**src/rtl/lsu_mem_ctrl_if.sv**
```systemverilog
// rtl/lsu_mem_ctrl_if.sv - request, memory-port and response signals of the load/store memory controller
interface lsu_mem_ctrl_if;
    logic        req_valid;
    logic        req_ready;
    logic        req_we;
    logic [31:0] req_addr;
    logic [1:0]  req_width;
    logic        req_unsigned;
    logic [3:0]  req_be;
    logic [31:0] req_wdata;

    logic        mem_req;
    logic        mem_we;
    logic [31:0] mem_addr;
    logic [3:0]  mem_be;
    logic [31:0] mem_wdata;
    logic        mem_ack;
    logic [31:0] mem_rdata;

    logic        rsp_valid;
    logic        rsp_err;
    logic [31:0] rsp_rdata;

    modport master (
        input  req_valid, req_we, req_addr, req_width, req_unsigned, req_be, req_wdata,
        input  mem_ack, mem_rdata,
        output req_ready,
        output mem_req, mem_we, mem_addr, mem_be, mem_wdata,
        output rsp_valid, rsp_err, rsp_rdata
    );

    modport slave (
        output req_valid, req_we, req_addr, req_width, req_unsigned, req_be, req_wdata,
        output mem_ack, mem_rdata,
        input  req_ready,
        input  mem_req, mem_we, mem_addr, mem_be, mem_wdata,
        input  rsp_valid, rsp_err, rsp_rdata
    );
endinterface

```
**src/rtl/lsu_mem_ctrl.sv**
```systemverilog
// rtl/lsu_mem_ctrl.sv - load/store memory controller with ack timeout; LSU_MISALIGN_TRAP_EN enables the misalignment trap
module lsu_mem_ctrl #(
    parameter int TIMEOUT_CYCLES = 16
) (
    input logic              clk,
    input logic              rst,
    lsu_mem_ctrl_if.master   bus
);
    typedef enum logic [1:0] {IDLE, REQ, RESP} state_t;

    localparam logic [7:0] TO_LIM = 8'(TIMEOUT_CYCLES);

    state_t      state, state_next;
    logic [31:0] addr_q;
    logic [1:0]  width_q;
    logic        uns_q;
    logic        we_q;
    logic [3:0]  be_q;
    logic [31:0] wdata_q;
    logic [7:0]  wait_cnt;
    logic        err_q;
    logic [31:0] rdata_q;

    logic        accept;
    logic        bad_req;
    logic        misalign;
    logic [31:0] wdata_rep;
    logic [7:0]  byte_sel;
    logic [15:0] half_sel;
    logic [31:0] load_ext;

`ifdef LSU_MISALIGN_TRAP_EN
    assign misalign = ((bus.req_width == 2'b01) && bus.req_addr[0]) ||
                      ((bus.req_width == 2'b10) && (bus.req_addr[1:0] != 2'b00));
`else
    assign misalign = 1'b0;
`endif

    always_comb begin
        wdata_rep = bus.req_wdata;
        case (bus.req_width)
            2'b00:   wdata_rep = {4{bus.req_wdata[7:0]}};
            2'b01:   wdata_rep = {2{bus.req_wdata[15:0]}};
            default: wdata_rep = bus.req_wdata;
        endcase
    end

    // Extraction runs off the registered offset so it lines up with the ack cycle.
    always_comb begin
        byte_sel = bus.mem_rdata[7:0];
        case (addr_q[1:0])
            2'b00: byte_sel = bus.mem_rdata[7:0];
            2'b01: byte_sel = bus.mem_rdata[15:8];
            2'b10: byte_sel = bus.mem_rdata[23:16];
            2'b11: byte_sel = bus.mem_rdata[31:24];
        endcase
        half_sel = addr_q[1] ? bus.mem_rdata[31:16] : bus.mem_rdata[15:0];
        case (width_q)
            2'b00:   load_ext = {{24{byte_sel[7] & ~uns_q}}, byte_sel};
            2'b01:   load_ext = {{16{half_sel[15] & ~uns_q}}, half_sel};
            default: load_ext = bus.mem_rdata;
        endcase
    end

    always_comb begin
        state_next = state;
        accept     = 1'b0;
        bad_req    = 1'b0;
        case (state)
            IDLE: begin
                if (bus.req_valid) begin
                    accept     = 1'b1;
                    bad_req    = (bus.req_width == 2'b11) || misalign;
                    state_next = bad_req ? RESP : REQ;
                end
            end
            REQ: begin
                if (bus.mem_ack || (wait_cnt == TO_LIM))
                    state_next = RESP;
            end
            RESP:    state_next = IDLE;
            default: state_next = IDLE;
        endcase
    end

    always_ff @(posedge clk) begin
        if (rst) begin
            state    <= IDLE;
            addr_q   <= 32'h0;
            width_q  <= 2'b00;
            uns_q    <= 1'b0;
            we_q     <= 1'b0;
            be_q     <= 4'h0;
            wdata_q  <= 32'h0;
            wait_cnt <= 8'h0;
            err_q    <= 1'b0;
            rdata_q  <= 32'h0;
        end else begin
            state <= state_next;
            case (state)
                IDLE: begin
                    if (accept && bad_req) begin
                        err_q   <= 1'b1;
                        rdata_q <= 32'h0;
                    end else if (accept) begin
                        addr_q   <= bus.req_addr;
                        width_q  <= bus.req_width;
                        uns_q    <= bus.req_unsigned;
                        we_q     <= bus.req_we;
                        be_q     <= bus.req_we ? bus.req_be : 4'h0;
                        wdata_q  <= wdata_rep;
                        wait_cnt <= 8'h0;
                    end
                end
                REQ: begin
                    // Ack takes priority over a timeout landing in the same cycle.
                    if (bus.mem_ack) begin
                        err_q   <= 1'b0;
                        rdata_q <= we_q ? 32'h0 : load_ext;
                    end else if (wait_cnt == TO_LIM) begin
                        err_q   <= 1'b1;
                        rdata_q <= 32'h0;
                    end else begin
                        wait_cnt <= wait_cnt + 8'h1;
                    end
                end
                default: ;
            endcase
        end
    end

    assign bus.req_ready = (state == IDLE);
    assign bus.mem_req   = (state == REQ);
    assign bus.mem_we    = we_q;
    assign bus.mem_addr  = {addr_q[31:2], 2'b00};
    assign bus.mem_be    = be_q;
    assign bus.mem_wdata = wdata_q;
    assign bus.rsp_valid = (state == RESP);
    assign bus.rsp_err   = err_q;
    assign bus.rsp_rdata = rdata_q;
endmodule

```
**src/flat_wrapper.sv**
```systemverilog
// flat-port wrapper written by rule: the top's interface ports become plain ports
module lsu_mem_ctrl_flat 
#(
    parameter int TIMEOUT_CYCLES = 16
)
  (clk, rst, bus_req_valid, bus_req_we, bus_req_addr, bus_req_width, bus_req_unsigned, bus_req_be, bus_req_wdata, bus_mem_ack, bus_mem_rdata, bus_req_ready, bus_mem_req, bus_mem_we, bus_mem_addr, bus_mem_be, bus_mem_wdata, bus_rsp_valid, bus_rsp_err, bus_rsp_rdata);
  lsu_mem_ctrl_if bus_i ();
  input logic clk;
  input logic rst;
  input wire logic [$bits(bus_i.req_valid)-1:0] bus_req_valid;
  input wire logic [$bits(bus_i.req_we)-1:0] bus_req_we;
  input wire logic [$bits(bus_i.req_addr)-1:0] bus_req_addr;
  input wire logic [$bits(bus_i.req_width)-1:0] bus_req_width;
  input wire logic [$bits(bus_i.req_unsigned)-1:0] bus_req_unsigned;
  input wire logic [$bits(bus_i.req_be)-1:0] bus_req_be;
  input wire logic [$bits(bus_i.req_wdata)-1:0] bus_req_wdata;
  input wire logic [$bits(bus_i.mem_ack)-1:0] bus_mem_ack;
  input wire logic [$bits(bus_i.mem_rdata)-1:0] bus_mem_rdata;
  output wire logic [$bits(bus_i.req_ready)-1:0] bus_req_ready;
  output wire logic [$bits(bus_i.mem_req)-1:0] bus_mem_req;
  output wire logic [$bits(bus_i.mem_we)-1:0] bus_mem_we;
  output wire logic [$bits(bus_i.mem_addr)-1:0] bus_mem_addr;
  output wire logic [$bits(bus_i.mem_be)-1:0] bus_mem_be;
  output wire logic [$bits(bus_i.mem_wdata)-1:0] bus_mem_wdata;
  output wire logic [$bits(bus_i.rsp_valid)-1:0] bus_rsp_valid;
  output wire logic [$bits(bus_i.rsp_err)-1:0] bus_rsp_err;
  output wire logic [$bits(bus_i.rsp_rdata)-1:0] bus_rsp_rdata;
  assign bus_i.req_valid = bus_req_valid;
  assign bus_i.req_we = bus_req_we;
  assign bus_i.req_addr = bus_req_addr;
  assign bus_i.req_width = bus_req_width;
  assign bus_i.req_unsigned = bus_req_unsigned;
  assign bus_i.req_be = bus_req_be;
  assign bus_i.req_wdata = bus_req_wdata;
  assign bus_i.mem_ack = bus_mem_ack;
  assign bus_i.mem_rdata = bus_mem_rdata;
  assign bus_req_ready = bus_i.req_ready;
  assign bus_mem_req = bus_i.mem_req;
  assign bus_mem_we = bus_i.mem_we;
  assign bus_mem_addr = bus_i.mem_addr;
  assign bus_mem_be = bus_i.mem_be;
  assign bus_mem_wdata = bus_i.mem_wdata;
  assign bus_rsp_valid = bus_i.rsp_valid;
  assign bus_rsp_err = bus_i.rsp_err;
  assign bus_rsp_rdata = bus_i.rsp_rdata;
  lsu_mem_ctrl #(.TIMEOUT_CYCLES(TIMEOUT_CYCLES)) u_core (.clk(clk), .rst(rst), .bus(bus_i));
endmodule
```
**config.mk**
```make
export PLATFORM = sky130hd
export DESIGN_NAME = lsu_mem_ctrl_flat
export DESIGN_NICKNAME = d
export VERILOG_FILES = /design/src/rtl/lsu_mem_ctrl_if.sv /design/src/rtl/lsu_mem_ctrl.sv /design/src/flat_wrapper.sv
export SDC_FILE = /design/constraint.sdc
export NUM_CORES = 1
export LEC_CHECK = 0
export ABC_AREA = 0
export BUFFER_PORTS_ARGS = -buffer_cell sky130_fd_sc_hd__buf_2
export CAP_MARGIN = 20
export CORE_ASPECT_RATIO = 1.2
export CORE_MARGIN = 3
export CORE_UTILIZATION = 35
export CTS_CLUSTER_DIAMETER = 40
export DETAILED_ROUTE_END_ITERATION = 10
export PLACE_DENSITY_LB_ADDON = 0.15
export SYNTH_ARGS = -nofsm -noshare
export SYNTH_HDL_FRONTEND = slang
export SYNTH_SLANG_ARGS = --single-unit
export TNS_END_PERCENT = 1
```
**constraint.sdc**
```tcl
create_clock -name clk -period 2.1 [get_ports clk]
set_input_delay 0.42 -clock clk [delete_from_list [all_inputs] [get_ports clk]]
set_output_delay 0.42 -clock clk [all_outputs]
set_load 0.1 [all_outputs]
```
==> qor.yml <==
worst_setup_path:
  setup.worst_path.class: "reg2out"
  crit_path_start_kind: "register"
  endpoint_kind: "output pin"
  crit_path_max_fanout: 7
  required_ns: 1.68
  worst_r2r_path_depth: 4
  timing.rr.start: "u_core.addr_q[1]"
  critPathLaunch: "u_core.state[0]"
  cp.arrival_ns: 1.60
  endpoint: "bus_mem_req"
  r2r_end: "u_core.bus.rsp_rdata[27]"
  reg2reg_slack_ns: 0.23
sta:
  fin_crit_ns: 2.02
  max-slew-margin-rel_pct: 47.4
  setup_viol: 0
  drv_slew: 0
  fin_crit_sh_pct: 96.0
  rsz0062_at_grt: "false"
  worst_pin_slew_ns: 0.789
  worst_clock_skew_ns: 0.00598
  fin_setup_tns_ns: 0
  setup_ws_ns: 0.0838
  finalHoldViolations: 0
  fmaxAchievable_ghz: 0.496
grt:
  grt_max_degree: 64
  antenna_found_initial: 3
  overflow: 0
  grt_pass1_wl_mm: 26.4
  grt_usage_pct: 19.3
  grt_pass1_vias: 5232
routing:
  ant_nets: 0
  finalWirelength_mm: 16.5
  drt_drc_violations_left: 0
  wire_per_inst_um: 16.1
  first_pass_iters: 4
  vias: 5156
  vias_per_cell: 5.03
  drt_iter0_drc: 327
synth:
  ys_seq_area_share_pct: 42.4
  ys_warn_count: 0
  synth_area_leaders: "dfxtp_1 42%, nand2_1 9.0%, mux2i_1 6.8%"
  synth-seq-cells: 115
  synth_cell_type_count: 44
  synth_area_sq_mm: 0.00543
  synth_edf_count: 0
  synth_top_area_share_pct: 42.4
  syn_inst: 640
  synthFlopType: "dfxtp_1"
  synth.most_common_cell: "nand2_1"
  syn_avg_cell_area_sq_um: 8.48
  netlist_top_cells_count: "130 x nand2_1, 115 x dfxtp_1, 56 x a21oi_1"
  ys_async_sr_fraction_pct: 0
  synth_largest_area_cell: "dfxtp_1"
clock_network:
  cts_buffers: 17
  cts_setup_buffers: 0
  root_buffer: "clkbuf_16"
  clock_latency_ns: 0.42
  clk_pin_slew_ns: 0.06
  cts_buffer_depth: 2
  htreeDepth: 4
  cts_resized: 0
  cts_sinks: 115
  cts_tree: "built"
  hold_buffers: 0
final_layout:
  area_delta_synth_final_pct: 29.9
  drive_above_1_share_pct: 34.2
  fin_util_pct: 46.7
  num-nets-final: 919
  fillerInstances: 1536
  fin_cells: 1026
pwr:
  ir_drop_mv: 0.452
  power_mw: 7.00
  pwr_density_cell_mw_per_mm2: 993
  leakagePower_nw: 3.21
min_path:
  hp-class: "in2reg"
  min_from: "bus_req_addr[10]"
floorplan:
  num_io_pins: 213
  start_util_pct: 36.0
  dieArea_sq_mm: 0.0170
  fp.dieW_um: 120
  die_h_um: 142
  row_count: 49
  core_area_sq_mm: 0.0151
placed_design:
  gp_congestion: 0.829
  place_ws_ns: 0.231
  post-place-cells: 994
  numPortBuffers: 210
  place_hpwl_mm: 12.1
status:
  outcome: "finished clean"
job:
  max_cap_violations: 0
## placed cells by master (no fill, tap or decap), types with 9 or more instances in the layout
cell type,instances
nand2b_1,22
mux2i_1,37
clkbuf_16,17
a21oi_1,55
buf_2,210
nand3_1,10
nor2_1,31
buf_4,17
nand2_1,129
a32o_1,17
mux2_2,9
inv_1,21
a211oi_1,9
dfxtp_1,115
o21ai_0,18
a221oi_1,14
## critical path, stage by stage (launching register included)
cell and delay (ns):
dfxtp_1 0.45, and2b_1 0.27, buf_2 0.46
## state kept, by name, indices dropped and copies added (netlist names)
| signal | count |
|---|---|
| u_core.addr_q | 32 |
| u_core.bus.mem_be | 4 |
| u_core.bus.mem_wdata | 32 |
| u_core.bus.mem_we | 1 |
| u_core.bus.rsp_err | 1 |
| u_core.bus.rsp_rdata | 32 |
| u_core.state | 2 |
| u_core.uns_q | 1 |
| u_core.wait_cnt | 8 |
| u_core.width_q | 2 |
## power by group
| group | internal [mW] | switching [mW] | total, mW | leakage, nW |
|---|---|---|---|---|
| registers | 2.31 | 0.0721 | 2.38 | 0.939 |
| logic | 0.396 | 1.38 | 1.78 | 2.01 |
| clock network | 1.77 | 1.07 | 2.84 | 0.259 |
## worst min-delay path by stage
stage,end,slack (ns),cells past startpoint
after global placement,u_core.bus.mem_be[3],0.44,2
after global routing,u_core.addr_q[15],0.24,3
after floorplan,u_core.addr_q[10],0.44,2
final,u_core.addr_q[10],0.24,3
after detailed placement,u_core.bus.rsp_rdata[9],0.44,1
after CTS,u_core.addr_q[10],0.22,3
## per-layer routing
metal	wire [um]	vias up	global-route usage, %	part of all wire, %
met2	8050	185	33.1	49
met5	38	-	0	0.23
met3	1180	29	6.08	7.1
li1	-	2544	-	-
met1	6900	2392	22.4	42
met4	325	6	7.90	2.0
## per-stage QoR
step / cell area, sq um / hold slack (ns)
floorplan: 5430 / 0.437
global placement: 6460 / 0.438
detailed placement: 6460 / 0.444
CTS: 7040 / 0.223
global route: 7040 / 0.236
finish: 7050 / 0.238
## cell type report
cell class / instances / area [sq um] / share of cell area [%]
Multi-Input combinational cell: 424 / 2590 / 36.8
Inverter: 21 / 78.8 / 1.12
Tap cell: 204 / 255 / 3.62
Antenna cell: 1 / 2.50 / 0.0355
Clock inverter: 12 / 135 / 1.92
Sequential cell: 115 / 2300 / 32.7
Clock buffer: 19 / 443 / 6.29
Timing Repair Buffer: 230 / 1240 / 17.6
## cell families after synthesis
group	share of synthesized area (%)
AO/OA/AOI/OAI	21.2
adder cells (fa/ha/maj)	0.461
buffers and inverters	10.1
flip-flops	42.4
multiplexers	9.11
other	0.0691
AND/OR/NAND/NOR	16.7
(Power assumes the default switching activity.)
